--- config.mk ---
export PLATFORM = sky130hd
export DESIGN_NAME = sp_wb_arbiter
export DESIGN_NICKNAME = d
export VERILOG_FILES = /design/src/rtl/sp_arb_pkg.sv /design/src/rtl/sp_arb_watchdog.sv /design/src/rtl/sp_wb_arbiter.sv
export SDC_FILE = /design/constraint.sdc
export NUM_CORES = 1
export LEC_CHECK = 0
export BUFFER_PORTS_ARGS = -buffer_cell sky130_fd_sc_hd__buf_2
export CAP_MARGIN = 25
export CORE_ASPECT_RATIO = 1.25
export CORE_MARGIN = 2
export CORE_UTILIZATION = 30
export CTS_CLUSTER_SIZE = 16
export DETAILED_ROUTE_END_ITERATION = 8
export PLACE_DENSITY = 0.95
export SYNTH_ARGS = -nofsm -noshare
export SYNTH_HDL_FRONTEND = slang
export SYNTH_SLANG_ARGS = --single-unit
--- constraint.sdc ---
create_clock -name clk -period 3.08 [get_ports clk]
set_input_delay 0.616 -clock clk [delete_from_list [all_inputs] [get_ports clk]]
set_output_delay 0.616 -clock clk [all_outputs]
set_load 0.02 [all_outputs]
--- src/rtl/sp_arb_pkg.sv ---
// Shared types and constants for the support-processor Wishbone arbiter.
// FSM encoding, master indices, bus and watchdog widths.
package sp_arb_pkg;

  localparam int ADR_W = 24;
  localparam int DAT_W = 8;
  localparam int WD_W  = 8;

  localparam logic M0 = 1'b0;
  localparam logic M1 = 1'b1;

  typedef enum logic [1:0] {
    IDLE = 2'd0,
    OWN0 = 2'd1,
    OWN1 = 2'd2
  } arb_state_t;

endpackage

--- src/rtl/sp_arb_watchdog.sv ---
// sp_arb_watchdog: next-count and expire pulse for the stalled-slave timer.
// In: i_cnt (current count), i_stb, i_ack, i_clr (no owner). Out: o_cnt_nxt, o_expire.
module sp_arb_watchdog
  import sp_arb_pkg::*;
#(
  parameter int TIMEOUT = 255
) (
  input  logic [WD_W-1:0] i_cnt,
  input  logic            i_stb,
  input  logic            i_ack,
  input  logic            i_clr,
  output logic [WD_W-1:0] o_cnt_nxt,
  output logic            o_expire
);

  localparam logic [WD_W-1:0] LAST = WD_W'(TIMEOUT - 1);

  // Expire fires on the TIMEOUT-th consecutive unacked strobe cycle.
  always_comb begin
    o_cnt_nxt = '0;
    o_expire  = 1'b0;
    if (~i_clr & i_stb & ~i_ack) begin
      if (i_cnt == LAST) begin
        o_expire = 1'b1;
      end else begin
        o_cnt_nxt = i_cnt + 1'b1;
      end
    end
  end

endmodule

--- src/rtl/sp_wb_arbiter.sv ---
// sp_wb_arbiter: two-master arbiter for the 8-bit/24-bit Wishbone host bus.
// Ports: clk, reset_n (async, low); m0_*/m1_* master sides (adr/dat/we/sel/
// stb/cyc in, ack/dat/err out); s_* slave side; grant_o {m1,m0} one-hot owner.
// Optional stalled-slave abort: define SP_ARB_TIMEOUT_EN.
module sp_wb_arbiter
  import sp_arb_pkg::*;
#(
  parameter int ROUND_ROBIN = 1,
  parameter int TIMEOUT     = 255
) (
  input  logic             clk,
  input  logic             reset_n,
  input  logic [0:ADR_W-1] m0_adr_i,
  input  logic [0:DAT_W-1] m0_dat_i,
  input  logic             m0_we_i,
  input  logic             m0_sel_i,
  input  logic             m0_stb_i,
  input  logic             m0_cyc_i,
  output logic             m0_ack_o,
  output logic [0:DAT_W-1] m0_dat_o,
  output logic             m0_err_o,
  input  logic [0:ADR_W-1] m1_adr_i,
  input  logic [0:DAT_W-1] m1_dat_i,
  input  logic             m1_we_i,
  input  logic             m1_sel_i,
  input  logic             m1_stb_i,
  input  logic             m1_cyc_i,
  output logic             m1_ack_o,
  output logic [0:DAT_W-1] m1_dat_o,
  output logic             m1_err_o,
  output logic [0:ADR_W-1] s_adr_o,
  output logic [0:DAT_W-1] s_dat_o,
  output logic             s_we_o,
  output logic             s_sel_o,
  output logic             s_stb_o,
  output logic             s_cyc_o,
  input  logic [0:DAT_W-1] s_dat_i,
  input  logic             s_ack_i,
  output logic [1:0]       grant_o
);

  if (TIMEOUT < 1 || TIMEOUT > 255) begin : g_bad_timeout
    $error("sp_wb_arbiter: TIMEOUT must be 1..255");
  end

  arb_state_t       r_state;
  arb_state_t       w_state_nxt;
  logic             r_rr;
  logic             w_own0;
  logic             w_own1;
  logic             w_own;
  logic [0:ADR_W-1] w_adr;
  logic [0:DAT_W-1] w_dat;
  logic             w_we;
  logic             w_sel;
  logic             w_stb;
  logic             w_cyc;
  logic             w_tie;
  logic             w_end;
  logic             w_abort;
  logic             w_scyc;
  logic             w_ack;

  assign w_own0 = (r_state == OWN0);
  assign w_own1 = (r_state == OWN1);
  assign w_own  = w_own0 | w_own1;

  always_comb begin
    w_adr = '0;
    w_dat = '0;
    w_we  = 1'b0;
    w_sel = 1'b0;
    w_stb = 1'b0;
    w_cyc = 1'b0;
    unique case (1'b1)
      w_own0: begin
        w_adr = m0_adr_i;
        w_dat = m0_dat_i;
        w_we  = m0_we_i;
        w_sel = m0_sel_i;
        w_stb = m0_stb_i;
        w_cyc = m0_cyc_i;
      end
      w_own1: begin
        w_adr = m1_adr_i;
        w_dat = m1_dat_i;
        w_we  = m1_we_i;
        w_sel = m1_sel_i;
        w_stb = m1_stb_i;
        w_cyc = m1_cyc_i;
      end
      default: ;
    endcase
  end

  // r_rr names the master favoured on the next tie.
  assign w_tie = (ROUND_ROBIN != 0) ? r_rr : M0;
  assign w_end = w_own & ~w_cyc;

  always_comb begin
    w_state_nxt = r_state;
    unique case (r_state)
      IDLE: begin
        if (m0_cyc_i & m1_cyc_i) begin
          w_state_nxt = (w_tie == M1) ? OWN1 : OWN0;
        end else if (m0_cyc_i) begin
          w_state_nxt = OWN0;
        end else if (m1_cyc_i) begin
          w_state_nxt = OWN1;
        end
      end
      OWN0, OWN1: begin
        if (w_end) w_state_nxt = IDLE;
      end
      default: w_state_nxt = IDLE;
    endcase
  end

  always_ff @(posedge clk or negedge reset_n) begin
    if (!reset_n) begin
      r_state <= IDLE;
      r_rr    <= M0;
    end else begin
      r_state <= w_state_nxt;
      if (w_end) r_rr <= w_own0 ? M1 : M0;
    end
  end

  // Everything to the slave is gated by the effective cyc so an idle or
  // aborted bus never shows a stale address or strobe.
  assign w_scyc  = w_cyc & ~w_abort;
  assign s_cyc_o = w_scyc;
  assign s_stb_o = w_scyc & w_stb;
  assign s_we_o  = w_scyc & w_we;
  assign s_sel_o = w_scyc & w_sel;
  assign s_adr_o = w_scyc ? w_adr : '0;
  assign s_dat_o = w_scyc ? w_dat : '0;

  assign w_ack    = s_ack_i & s_stb_o;
  assign m0_ack_o = w_ack & w_own0;
  assign m1_ack_o = w_ack & w_own1;
  assign m0_dat_o = w_own0 ? s_dat_i : '0;
  assign m1_dat_o = w_own1 ? s_dat_i : '0;
  assign grant_o  = {w_own1, w_own0};

`ifdef SP_ARB_TIMEOUT_EN
  logic [WD_W-1:0] r_wd_cnt;
  logic [WD_W-1:0] w_wd_cnt_nxt;
  logic            w_expire;
  logic            r_abort;
  logic            r_err;

  sp_arb_watchdog #(
    .TIMEOUT(TIMEOUT)
  ) u_wd (
    .i_cnt    (r_wd_cnt),
    .i_stb    (s_stb_o),
    .i_ack    (s_ack_i),
    .i_clr    (~w_own),
    .o_cnt_nxt(w_wd_cnt_nxt),
    .o_expire (w_expire)
  );

  // Abort sticks until the owner lets go of cyc.
  always_ff @(posedge clk or negedge reset_n) begin
    if (!reset_n) begin
      r_wd_cnt <= '0;
      r_abort  <= 1'b0;
      r_err    <= 1'b0;
    end else begin
      r_wd_cnt <= w_wd_cnt_nxt;
      r_err    <= w_expire;
      if (~w_cyc) begin
        r_abort <= 1'b0;
      end else if (w_expire) begin
        r_abort <= 1'b1;
      end
    end
  end

  assign w_abort  = r_abort;
  assign m0_err_o = r_err & w_own0;
  assign m1_err_o = r_err & w_own1;
`else
  assign w_abort  = 1'b0;
  assign m0_err_o = 1'b0;
  assign m1_err_o = 1'b0;
`endif

endmodule

==> results.json <==
{
  "synthDistinctLibCells": 25,
  "setup_viol": 0,
  "synth_edf_count": 0,
  "cts.sinks": 3,
  "cts_root_buf": "clkbuf_4",
  "start_util_pct": 32.0,
  "core_sq_um": 2710,
  "grt_first_pass_wirelength_um": 5600,
  "dp_cells": 290,
  "ys.flop_type": "dfrtp_1",
  "r2r_setup_slack_ns": 1.36,
  "synth_top_area_share_pct": 30.3,
  "synthTopCellsByArea": "a22oi_1 (30%), nor2_1 (16%), and2_1 (12%)",
  "rsz0062_at_grt": "no",
  "crit_fanout": 36,
  "fin_util_pct": 57.3,
  "drcViolationCount": 0,
  "syn_to_final_growth_pct": 79.2,
  "fmax_ghz": 0.395,
  "place_congestion": 0.912,
  "vias": 1448,
  "synth_seq_cells": 3,
  "synth_area_per_cell_sq_um": 6.56,
  "row_count": 21,
  "syn_inst": 132,
  "synth_seq_area_share_pct": 8.67,
  "synth_common_cells": "nor2_1 (36), a22oi_1 (35), and2_1 (16)",
  "synth.most_common_cell": "nor2_1",
  "required_ns": 2.46,
  "ant_nets": 0,
  "pre_cts_slack_ns": 0.677,
  "track_usage_pct": 21.2,
  "startpoint_type": "flip-flop",
  "grt_max_degree": 49,
  "path_cells": "inv_1 -> ha_1 -> a22o_4 -> nand2_4 -> inv_2 -> and4b_1 -> buf_2",
  "run_status": "finished, final reports clean",
  "power_w": 0.00105,
  "drt_iter0_markers": 39,
  "crit_arrival_ns": 1.92,
  "maxCapViolCount": 0,
  "synthesis.area_sq_um": 866,
  "clock_path_buffers": 2,
  "port_buffers": 138,
  "die-height_um": 64.1,
  "hold_class": "in2async",
  "crit_slowest_cell": "dfrtp_1",
  "yosysTopAreaCell": "a22oi_1",
  "totalWireLength_um": 3750,
  "antenna_found_initial": 0,
  "chipWidth_um": 52.1,
  "postCtsHoldBufs": 0,
  "critPathKind": "reg2out",
  "hold_viol_final": 0,
  "cts_tree": "built",
  "fillers": 279,
  "post_cts_buffers": 0,
  "grt_pass1_vias": 1313,
  "finalSetupTns_ns": 0,
  "num-nets-final": 347,
  "worstSetupEndpoint": "m1_ack_o",
  "final_max_slew_viol_count": 0,
  "min_period_over_period_pct": 82.2,
  "crit_start": "r_state[0]",
  "clock_skew_ns": 0.00104,
  "r2r-end": "r_state[0]",
  "vias_per_cell": 4.93,
  "layout_setup_ws_ns": 0.549,
  "htree_levels": 1,
  "dieArea_sq_um": 3330,
  "ctsResizeCount": 0,
  "dp_hpwl_um": 2990,
  "powerDensity_nw_per_um2": 680,
  "grt_overflow_total": 0,
  "drive_gt1_share_pct": 56.5,
  "period_needed_ns": 2.53,
  "power_leakage_nw": 0.938,
  "peakVddDrop_v": 0.000688,
  "yosysWarnings": 0,
  "cpPeakStageDelay_ns": 0.37,
  "wl_per_cell_um": 12.8,
  "ioPinCount": 141,
  "clock_latency_ns": 0.23,
  "end_kind": "output pin",
  "path_clk_slew_ns": 0.04,
  "final_cells": 294,
  "num_antenna_cells": 0,
  "dr.pass1.iters": 4,
  "synthArstFlopShare_pct": 100,
  "r2r_cells": 6,
  "cts_inserted_buffers": 3,
  "r2r_start": "r_state[0]"
}
## through the flow
| step | cell area [sq um] | hold slack (ns) |
|---|---|---|
| floorplan | 870 | 0.320 |
| global placement | 1530 | 0.413 |
| detailed placement | 1530 | 0.415 |
| CTS | 1550 | 0.164 |
| global route | 1550 | 0.160 |
| finish | 1550 | 0.173 |
## flip-flops by register name (all words and copies together) (netlist names)
name	flops
r_rr	1
r_state	2
## placed cells by master (no fill, tap or decap), drive strengths merged
cell type    n
a21bo        1
a21boi       1
a21oi        2
a22o         1
a22oi       35
a2bb2oi      1
and2        16
and4b        2
buf        140
clkbuf       4
conb         2
dfrtp        3
ha           3
inv          4
nand2        1
nand2b       1
nand3        2
nor2        36
nor2b        1
o21ai        1
o22a         1
o22ai        1
o311ai       1
## worst max-delay path: cells and delay by family, from the launching register on
kind                       cells  cell delay [ns]
adders and majority gates      1             0.22
AOI/OAI and AO/OA              1             0.27
buffers and inverters          3             0.34
DFF                            1             0.37
and+or+nand+nor                2             0.48
## logic make-up after synthesis
logic type / Yosys count / synth area share (%)
adders and majority gates: 3 / 4.34
and+or+nand+nor: 59 / 33.4
AOI/OAI and AO/OA: 45 / 40.8
buffers and inverters: 21 / 12.4
DFF: 3 / 8.67
other: 1 / 0.433
## per-layer routing
layer | track usage (%) | share of wire (%)
met5 | 0 | 0
met3 | 5.84 | 11
met2 | 40.5 | 53
met1 | 20.7 | 35
met4 | 7.57 | 1.1
## cell type report
cell class	count	area [sq um]	area share, %
repair buffers	140	706	45.5
inverters	4	15.0	0.968
clock buffers	4	26.3	1.69
flip-flops and latches	3	75.1	4.84
well taps	34	42.5	2.74
multi-input cells	109	687	44.3
## worst min path at each step
stage                 end  slack, ns
5_1_grt        r_state[0]       0.16
6_report       r_state[0]       0.17
2_1_floorplan        r_rr       0.32
4_1_cts        r_state[0]       0.16
3_3_place_gp   r_state[1]       0.41
3_5_place_dp   r_state[1]       0.41
## power breakdown
group	leakage [nW]	total, W	internal, W	switching (W)
Combinational	0.884	0.000916	0.000345	0.000572
Clock	0.0150	0.0000681	0.0000485	0.0000196
Sequential	0.0381	0.0000698	0.0000590	0.0000109
(Power assumes the default switching activity.)
